--- config.mk ---
export PLATFORM = sky130hd
export DESIGN_NAME = nn_job_arbiter_flat
export DESIGN_NICKNAME = d
export VERILOG_FILES = /design/src/rtl/nn_job_arbiter_if.sv /design/src/rtl/nn_job_arbiter.sv /design/src/flat_wrapper.sv
export SDC_FILE = /design/constraint.sdc
export NUM_CORES = 1
export LEC_CHECK = 0
export ABC_AREA = 1
export CELL_PAD_IN_SITES_DETAIL_PLACEMENT = 1
export CELL_PAD_IN_SITES_GLOBAL_PLACEMENT = 2
export CORE_MARGIN = 10
export CORE_UTILIZATION = 19
export CTS_CLUSTER_DIAMETER = 60
export DETAILED_ROUTE_END_ITERATION = 7
export PLACE_DENSITY_LB_ADDON = 0.1
export SKIP_LAST_GASP = 1
export SLEW_MARGIN = 25
export SYNTH_ARGS = -nofsm -noshare
export SYNTH_HDL_FRONTEND = slang
export SYNTH_SLANG_ARGS = --single-unit
export TNS_END_PERCENT = 1
--- constraint.sdc ---
create_clock -name clk -period 3.6 [get_ports clk]
set_input_delay 0.36 -clock clk [delete_from_list [all_inputs] [get_ports clk]]
set_output_delay 0.36 -clock clk [all_outputs]
set_load 0.01 [all_outputs]
--- src/rtl/nn_job_arbiter_if.sv ---
// ---------------------------------------------------------------------------
// nn_job_arbiter_if
//   Bundles the client-side request/response signals and the neural network
//   core handshake of nn_job_arbiter.
//   slave  : arbiter view (takes requests, drives responses and the core)
//   master : environment view (clients and core)
//   Signals:
//     req_valid/req_data/req_ready   per-requester job request and accept
//     rsp_valid/rsp_data/rsp_error   one-hot response strobe, result, timeout flag
//     nn_start/nn_input_data         launch pulse and job inputs to the core
//     nn_output_data/nn_valid_out    core result and result strobe
//     nn_ready                       core idle
// ---------------------------------------------------------------------------
interface nn_job_arbiter_if #(
    parameter int NUM_REQ = 4,
    parameter int IN_W    = 24,
    parameter int OUT_W   = 16
);
    logic [NUM_REQ-1:0]      req_valid;
    logic [NUM_REQ*IN_W-1:0] req_data;
    logic [NUM_REQ-1:0]      req_ready;
    logic [NUM_REQ-1:0]      rsp_valid;
    logic [OUT_W-1:0]        rsp_data;
    logic                    rsp_error;
    logic                    nn_start;
    logic [IN_W-1:0]         nn_input_data;
    logic [OUT_W-1:0]        nn_output_data;
    logic                    nn_valid_out;
    logic                    nn_ready;

    modport slave (
        input  req_valid, req_data, nn_output_data, nn_valid_out, nn_ready,
        output req_ready, rsp_valid, rsp_data, rsp_error, nn_start, nn_input_data
    );

    modport master (
        output req_valid, req_data, nn_output_data, nn_valid_out, nn_ready,
        input  req_ready, rsp_valid, rsp_data, rsp_error, nn_start, nn_input_data
    );
endinterface

--- src/rtl/nn_job_arbiter.sv ---
// ---------------------------------------------------------------------------
// nn_job_arbiter
//   Shares a single neural network core among NUM_REQ requesters. A
//   round-robin search picks one pending request, the job is launched with a
//   one-cycle nn_start pulse, the core result is awaited and then returned
//   with a one-cycle strobe on the winning requester's rsp_valid bit.
//   Only one job is in flight at a time.
//
//   Ports:
//     clk    rising-edge clock
//     rst_n  asynchronous active-low reset
//     bus    nn_job_arbiter_if.slave (requests, responses, core handshake)
//
//   Configuration macro NN_ARB_TIMEOUT_EN:
//     defined   - a job whose result does not arrive within the timeout
//                 window is answered with rsp_data = 0 and rsp_error = 1.
//     undefined - no timeout counter; rsp_error is tied to 0.
// ---------------------------------------------------------------------------
module nn_job_arbiter #(
    parameter int NUM_REQ = 4,
    parameter int IN_W    = 24,
    parameter int OUT_W   = 16
`ifdef NN_ARB_TIMEOUT_EN
    ,
    parameter int TIMEOUT_CYC = 20
`endif
) (
    input logic             clk,
    input logic             rst_n,
    nn_job_arbiter_if.slave bus
);

    localparam int PTR_W = (NUM_REQ > 1) ? $clog2(NUM_REQ) : 1;

    typedef enum logic [1:0] {
        S_IDLE   = 2'd0,
        S_LAUNCH = 2'd1,
        S_WAIT   = 2'd2,
        S_RESP   = 2'd3
    } state_t;

    state_t             state_r;
    state_t             state_s;
    logic [PTR_W-1:0]   rr_ptr_r;
    logic [PTR_W-1:0]   gnt_r;
    logic [PTR_W-1:0]   win_s;
    logic [PTR_W-1:0]   idx_s;
    logic [PTR_W-1:0]   rr_next_s;
    logic               found_s;
    logic               hit_s;
    logic               accept_s;
    logic               wait_done_s;
    logic               tmo_hit_s;
    logic [NUM_REQ-1:0] win_onehot_s;
    logic [NUM_REQ-1:0] gnt_onehot_s;
    logic [NUM_REQ-1:0] req_ready_s;
    logic [IN_W-1:0]    win_data_s;
    logic [IN_W-1:0]    nn_input_data_r;
    logic [OUT_W-1:0]   rsp_data_r;
    logic [NUM_REQ-1:0] rsp_valid_r;
    logic               nn_start_r;

    // Round-robin search: first valid requester at or above rr_ptr, wrapping.
    always_comb begin
        found_s = 1'b0;
        win_s   = {PTR_W{1'b0}};
        idx_s   = {PTR_W{1'b0}};
        hit_s   = 1'b0;
        for (int k = 0; k < NUM_REQ; k++) begin
            idx_s   = PTR_W'((int'(rr_ptr_r) + k) % NUM_REQ);
            hit_s   = bus.req_valid[idx_s] & ~found_s;
            win_s   = hit_s ? idx_s : win_s;
            found_s = found_s | hit_s;
        end
    end

    // Select the winner's job inputs; other requesters' data is never looked at.
    always_comb begin
        win_data_s = {IN_W{1'b0}};
        for (int k = 0; k < NUM_REQ; k++) begin
            win_data_s = (PTR_W'(k) == win_s) ? bus.req_data[k*IN_W +: IN_W] : win_data_s;
        end
    end

    // Grant decode; rst_n gates req_ready so no accept is offered during reset.
    always_comb begin
        win_onehot_s = {{(NUM_REQ-1){1'b0}}, 1'b1} << win_s;
        gnt_onehot_s = {{(NUM_REQ-1){1'b0}}, 1'b1} << gnt_r;
        rr_next_s    = (win_s == PTR_W'(NUM_REQ - 1)) ? {PTR_W{1'b0}} : win_s + PTR_W'(1);
        accept_s     = rst_n & (state_r == S_IDLE) & bus.nn_ready & found_s;
        req_ready_s  = accept_s ? win_onehot_s : {NUM_REQ{1'b0}};
        wait_done_s  = (state_r == S_WAIT) & (bus.nn_valid_out | tmo_hit_s);
    end

    // Next-state logic of the job sequencer.
    always_comb begin
        state_s = state_r;
        case (state_r)
            S_IDLE:   state_s = accept_s ? S_LAUNCH : S_IDLE;
            S_LAUNCH: state_s = S_WAIT;
            S_WAIT:   state_s = wait_done_s ? S_RESP : S_WAIT;
            S_RESP:   state_s = S_IDLE;
            default:  state_s = S_IDLE;
        endcase
    end

    // State, grant bookkeeping and registered outputs.
    always_ff @(posedge clk or negedge rst_n) begin
        if (!rst_n) begin
            state_r         <= S_IDLE;
            rr_ptr_r        <= {PTR_W{1'b0}};
            gnt_r           <= {PTR_W{1'b0}};
            nn_input_data_r <= {IN_W{1'b0}};
            rsp_data_r      <= {OUT_W{1'b0}};
            rsp_valid_r     <= {NUM_REQ{1'b0}};
            nn_start_r      <= 1'b0;
        end else begin
            state_r     <= state_s;
            nn_start_r  <= accept_s;
            rsp_valid_r <= wait_done_s ? gnt_onehot_s : {NUM_REQ{1'b0}};
            if (accept_s) begin
                rr_ptr_r        <= rr_next_s;
                gnt_r           <= win_s;
                nn_input_data_r <= win_data_s;
            end
            if (wait_done_s) begin
                // A real result wins over a timeout hitting in the same cycle.
                rsp_data_r <= bus.nn_valid_out ? bus.nn_output_data : {OUT_W{1'b0}};
            end
        end
    end

`ifdef NN_ARB_TIMEOUT_EN
    localparam int CNT_W = (TIMEOUT_CYC > 0) ? $clog2(TIMEOUT_CYC + 1) : 1;

    logic [CNT_W-1:0] tmo_cnt_r;
    logic             rsp_error_r;

    // The count is 0 in the first WAIT cycle, so the abort lands TIMEOUT_CYC+2 cycles after nn_start.
    assign tmo_hit_s = (state_r == S_WAIT) & ~bus.nn_valid_out & (tmo_cnt_r == CNT_W'(TIMEOUT_CYC));

    // WAIT-cycle counter and the error flag that qualifies the response.
    always_ff @(posedge clk or negedge rst_n) begin
        if (!rst_n) begin
            tmo_cnt_r   <= {CNT_W{1'b0}};
            rsp_error_r <= 1'b0;
        end else begin
            if (state_r == S_LAUNCH) begin
                tmo_cnt_r <= {CNT_W{1'b0}};
            end else if ((state_r == S_WAIT) && !wait_done_s) begin
                tmo_cnt_r <= tmo_cnt_r + CNT_W'(1);
            end
            if (wait_done_s) begin
                rsp_error_r <= tmo_hit_s;
            end
        end
    end

    assign bus.rsp_error = rsp_error_r;
`else
    assign tmo_hit_s     = 1'b0;
    assign bus.rsp_error = 1'b0;
`endif

    assign bus.req_ready     = req_ready_s;
    assign bus.rsp_valid     = rsp_valid_r;
    assign bus.rsp_data      = rsp_data_r;
    assign bus.nn_start      = nn_start_r;
    assign bus.nn_input_data = nn_input_data_r;

endmodule

--- src/flat_wrapper.sv ---
// flat-port wrapper written by rule: the top's interface ports become plain ports
module nn_job_arbiter_flat 
#(
    parameter int NUM_REQ = 4,
    parameter int IN_W    = 24,
    parameter int OUT_W   = 16

)
  (clk, rst_n, bus_req_valid, bus_req_data, bus_nn_output_data, bus_nn_valid_out, bus_nn_ready, bus_req_ready, bus_rsp_valid, bus_rsp_data, bus_rsp_error, bus_nn_start, bus_nn_input_data);
  nn_job_arbiter_if #(.NUM_REQ(NUM_REQ), .IN_W(IN_W), .OUT_W(OUT_W)) bus_i ();
  input logic clk;
  input logic rst_n;
  input wire logic [$bits(bus_i.req_valid)-1:0] bus_req_valid;
  input wire logic [$bits(bus_i.req_data)-1:0] bus_req_data;
  input wire logic [$bits(bus_i.nn_output_data)-1:0] bus_nn_output_data;
  input wire logic [$bits(bus_i.nn_valid_out)-1:0] bus_nn_valid_out;
  input wire logic [$bits(bus_i.nn_ready)-1:0] bus_nn_ready;
  output wire logic [$bits(bus_i.req_ready)-1:0] bus_req_ready;
  output wire logic [$bits(bus_i.rsp_valid)-1:0] bus_rsp_valid;
  output wire logic [$bits(bus_i.rsp_data)-1:0] bus_rsp_data;
  output wire logic [$bits(bus_i.rsp_error)-1:0] bus_rsp_error;
  output wire logic [$bits(bus_i.nn_start)-1:0] bus_nn_start;
  output wire logic [$bits(bus_i.nn_input_data)-1:0] bus_nn_input_data;
  assign bus_i.req_valid = bus_req_valid;
  assign bus_i.req_data = bus_req_data;
  assign bus_i.nn_output_data = bus_nn_output_data;
  assign bus_i.nn_valid_out = bus_nn_valid_out;
  assign bus_i.nn_ready = bus_nn_ready;
  assign bus_req_ready = bus_i.req_ready;
  assign bus_rsp_valid = bus_i.rsp_valid;
  assign bus_rsp_data = bus_i.rsp_data;
  assign bus_rsp_error = bus_i.rsp_error;
  assign bus_nn_start = bus_i.nn_start;
  assign bus_nn_input_data = bus_i.nn_input_data;
  nn_job_arbiter #(.NUM_REQ(NUM_REQ), .IN_W(IN_W), .OUT_W(OUT_W)) u_core (.clk(clk), .rst_n(rst_n), .bus(bus_i));
endmodule
==> results.json <==
{
  "status": "completed",
  "syn-cell-area_sq_mm": 0.00295,
  "synth_edf_count": 0,
  "yosysTopAreaCell": "dfrtp_1",
  "start_util_pct": 19.4,
  "final_cells": 751,
  "cts.reportedPaths.clkPinSlew_ps": 70,
  "skew_ps": 6.80,
  "cp_slowest_cell": "clkdlybuf4s50_1",
  "synth_most_common_cell": "nand2_1",
  "total_power_w": 0.00498,
  "p_leak_nw": 2.24,
  "synth_top_family_by_area": "simple AND/OR/NAND/NOR gates",
  "ant_nets": 0,
  "ys_top_cells_by_count": "178 x nand2_1, 51 x dfrtp_1, 51 x o21ai_0, 24 x a21oi_1, 17 x inv_1",
  "setup_viol": 0,
  "dp_hpwl_mm": 9.82,
  "track_usage_pct": 11.9,
  "yosysSeqAreaShare_pct": 43.3,
  "pwr-share-seq_pct": 19.2,
  "power_frac_clock_pct": 12.5,
  "combPwrFrac_pct": 68.3,
  "grt_max_degree": 52,
  "io_buffers": 168,
  "power_density_mw_per_mm2": 997,
  "max_freq_mhz": 315,
  "slew_viol_final": 0,
  "rr_worst_depth": 18,
  "gp_congestion": 0.727,
  "muxShareOfSynthArea_pct": 6.11,
  "critical_path_class": "register to primary output",
  "synthArstFlopShare_pct": 100,
  "synthesis.nets": 529,
  "diodes": 0,
  "area_growth_pct": 69.6,
  "finalWirelength_mm": 12.8,
  "max_stage_delay_ps": 600,
  "synth_top_area_share_pct": 43.3,
  "worstSetupEndpointType": "primary output",
  "drt_iter0_drc": 136,
  "setup_ws_ps": 424,
  "arrival_ps": 2820,
  "p_int_w": 0.00263,
  "tightest_slew_ps": 794,
  "ioPinCount": 170,
  "routedWlPerCell_um": 17.0,
  "worstPathCellList": "inv_4 > nand2_1 > nand2_1 > nand2_2 > nand2_2 > nor2_4 > nand3_1 > nand3_1 > nand2_1 > inv_1 > ha_2 > inv_1 > nor2_1 > clkdlybuf4s50_1",
  "rsz0062_at_grt": "false",
  "rows": 45,
  "grt_overflow": 0,
  "dp.cells": 743,
  "final_hold_viol_count": 0,
  "clock-sinks": 51,
  "cts_made_buffers": 5,
  "die_w_um": 145,
  "ys_types": 24,
  "slew_headroom_pct": 46.9,
  "hold_class": "primary input to async pin",
  "fin_setup_tns_ps": 0,
  "fin_crit_sh_pct": 88.2,
  "grt_pass1_vias": 3441,
  "path_common_cell": "nand2_1",
  "syn_area_per_cell_sq_um": 7.31,
  "num_vias": 3212,
  "dieArea_sq_mm": 0.0209,
  "drv_cap": 0,
  "synthAdderAreaFrac_pct": 2.55,
  "peakVddDrop_mv": 0.316,
  "fp.dieH_um": 145,
  "ys.flop_type": "dfrtp_1",
  "ys_ff_latch": 51,
  "cts_root_buffer": "clkbuf_16",
  "layout.nets": 688,
  "synthTopCellsByArea": "dfrtp_1 43%, nand2_1 23%, o21ai_0 8.7%",
  "grt_pass1_wl_mm": 19.3,
  "synthXorXnorAreaFrac_pct": 0,
  "synthSimpleGateAreaFrac_pct": 27.9,
  "cts_tree": "done",
  "via_per_inst": 4.28,
  "htreeDepth": 2,
  "pre_cts_slack_ps": 432,
  "crit_fanout": 10,
  "antenna_found_initial": 0,
  "ys_warn_count": 0,
  "startpoint_type": "register",
  "hold_buffers": 0,
  "cts_resized": 0,
  "syn_inst": 403,
  "worstSkewPairLatency_ps": 300,
  "switching_share_pct": 47.3,
  "synth-compound-area-share_pct": 13.2,
  "p_sw_w": 0.00235,
  "drc_errors": 0,
  "period_minus_slack_ps": 3180,
  "drive_above_1_share_pct": 7.82,
  "cts_buffer_depth": 2,
  "postCtsSetupBuffers": 0,
  "core_sq_mm": 0.0152,
  "drt_first_pass_iters": 4,
  "worstPathRequired_ps": 3240
}
-- final cells by class --
| cell class | instances | area [sq um] |
|---|---|---|
| inverters | 20 | 77.6 |
| well taps | 188 | 235 |
| flip-flops and latches | 51 | 1280 |
| multi-input cells | 307 | 1480 |
| clock inverters | 2 | 60.1 |
| fillers | 1830 | 10200 |
| clock buffers | 6 | 129 |
| repair buffers | 177 | 1740 |
-- logic make-up (layout without fill, tap and decap cells) --
kind of cell / count (synthesis) / count (layout)
AO/OA/AOI/OAI: 78 / 78
flip-flops: 51 / 51
buffers and inverters: 45 / 205
adder cells (fa/ha/maj): 6 / 6
other: 1 / 1
multiplexers: 16 / 16
AND/OR/NAND/NOR: 206 / 206
-- worst paths after layout --
kind	startpoint	endpoint	slack (ps)
worst min register to register	u_core.gnt_r[0]	u_core.bus.rsp_valid[2]	470
worst min-delay path	rst_n	u_core.gnt_r[0]	200
worst max register to register	u_core.rr_ptr_r[0]	u_core.bus.nn_input_data[2]	600
min in group clk	u_core.gnt_r[0]	u_core.bus.rsp_valid[2]	470
worst max-delay path	u_core.rr_ptr_r[0]	bus_req_ready[3]	420
max in group asynchronous	rst_n	u_core.bus.nn_input_data[2]	2920
-- flip-flops by register name, summed over array words and instances (netlist names) --
name                      flops
u_core.bus.nn_input_data     24
u_core.bus.nn_start           1
u_core.bus.rsp_data          16
u_core.bus.rsp_valid          4
u_core.gnt_r                  2
u_core.rr_ptr_r               2
u_core.state_r                2
-- power by group through the flow --
| stage | clock, W | combinational, W | sequential (W) |
|---|---|---|---|
| final | 0.000625 | 0.00340 | 0.000955 |
| after global routing | 0.000676 | 0.00395 | 0.000991 |
| after CTS | 0.000661 | 0.00352 | 0.000961 |
| after detailed placement | 0 | 0.00350 | 0.000970 |
| after global placement | 0 | 0.00346 | 0.000958 |
| after floorplan | 0 | 0.00204 | 0.00104 |
-- worst max-delay path, delay by kind of cell (launching register included) --
kind,cells,cell delay (ps)
AND/OR/NAND/NOR,9,880
buffers and inverters,4,850
adder cells (fa/ha/maj),1,190
flip-flops,1,570
-- per-stage QoR --
stage	util [%]	hold slack (ps)	instance area, sq um
after floorplan	-	64.4	2950
after global placement	31.6	456	4810
after detailed placement	31.6	456	4810
after CTS	32.9	228	5000
after global routing	32.9	269	5000
final	32.9	202	5000
-- routing by layer --
metal  routed length [um]  vias up  global-route usage (%)
met5                    0        -                       0
met4                  112        0                    2.87
met1                 5680     1480                    14.4
met3                 1220        7                    4.92
li1                     -     1605                       -
met2                 5780      120                    19.2
-- layout by cell type (no fill, tap or decap), drive strengths merged --
cell type / count
nor3: 4
clkbuf: 6
o21ai: 54
nand2: 182
buf: 10
nor2: 6
conb: 1
inv: 20
ha: 6
and2: 1
nand3: 11
dfrtp: 51
a21oi: 24
clkdlybuf4s50: 167
and3: 1
nand4: 1
mux2: 16
bufinv: 2
(Power assumes the default switching activity.)
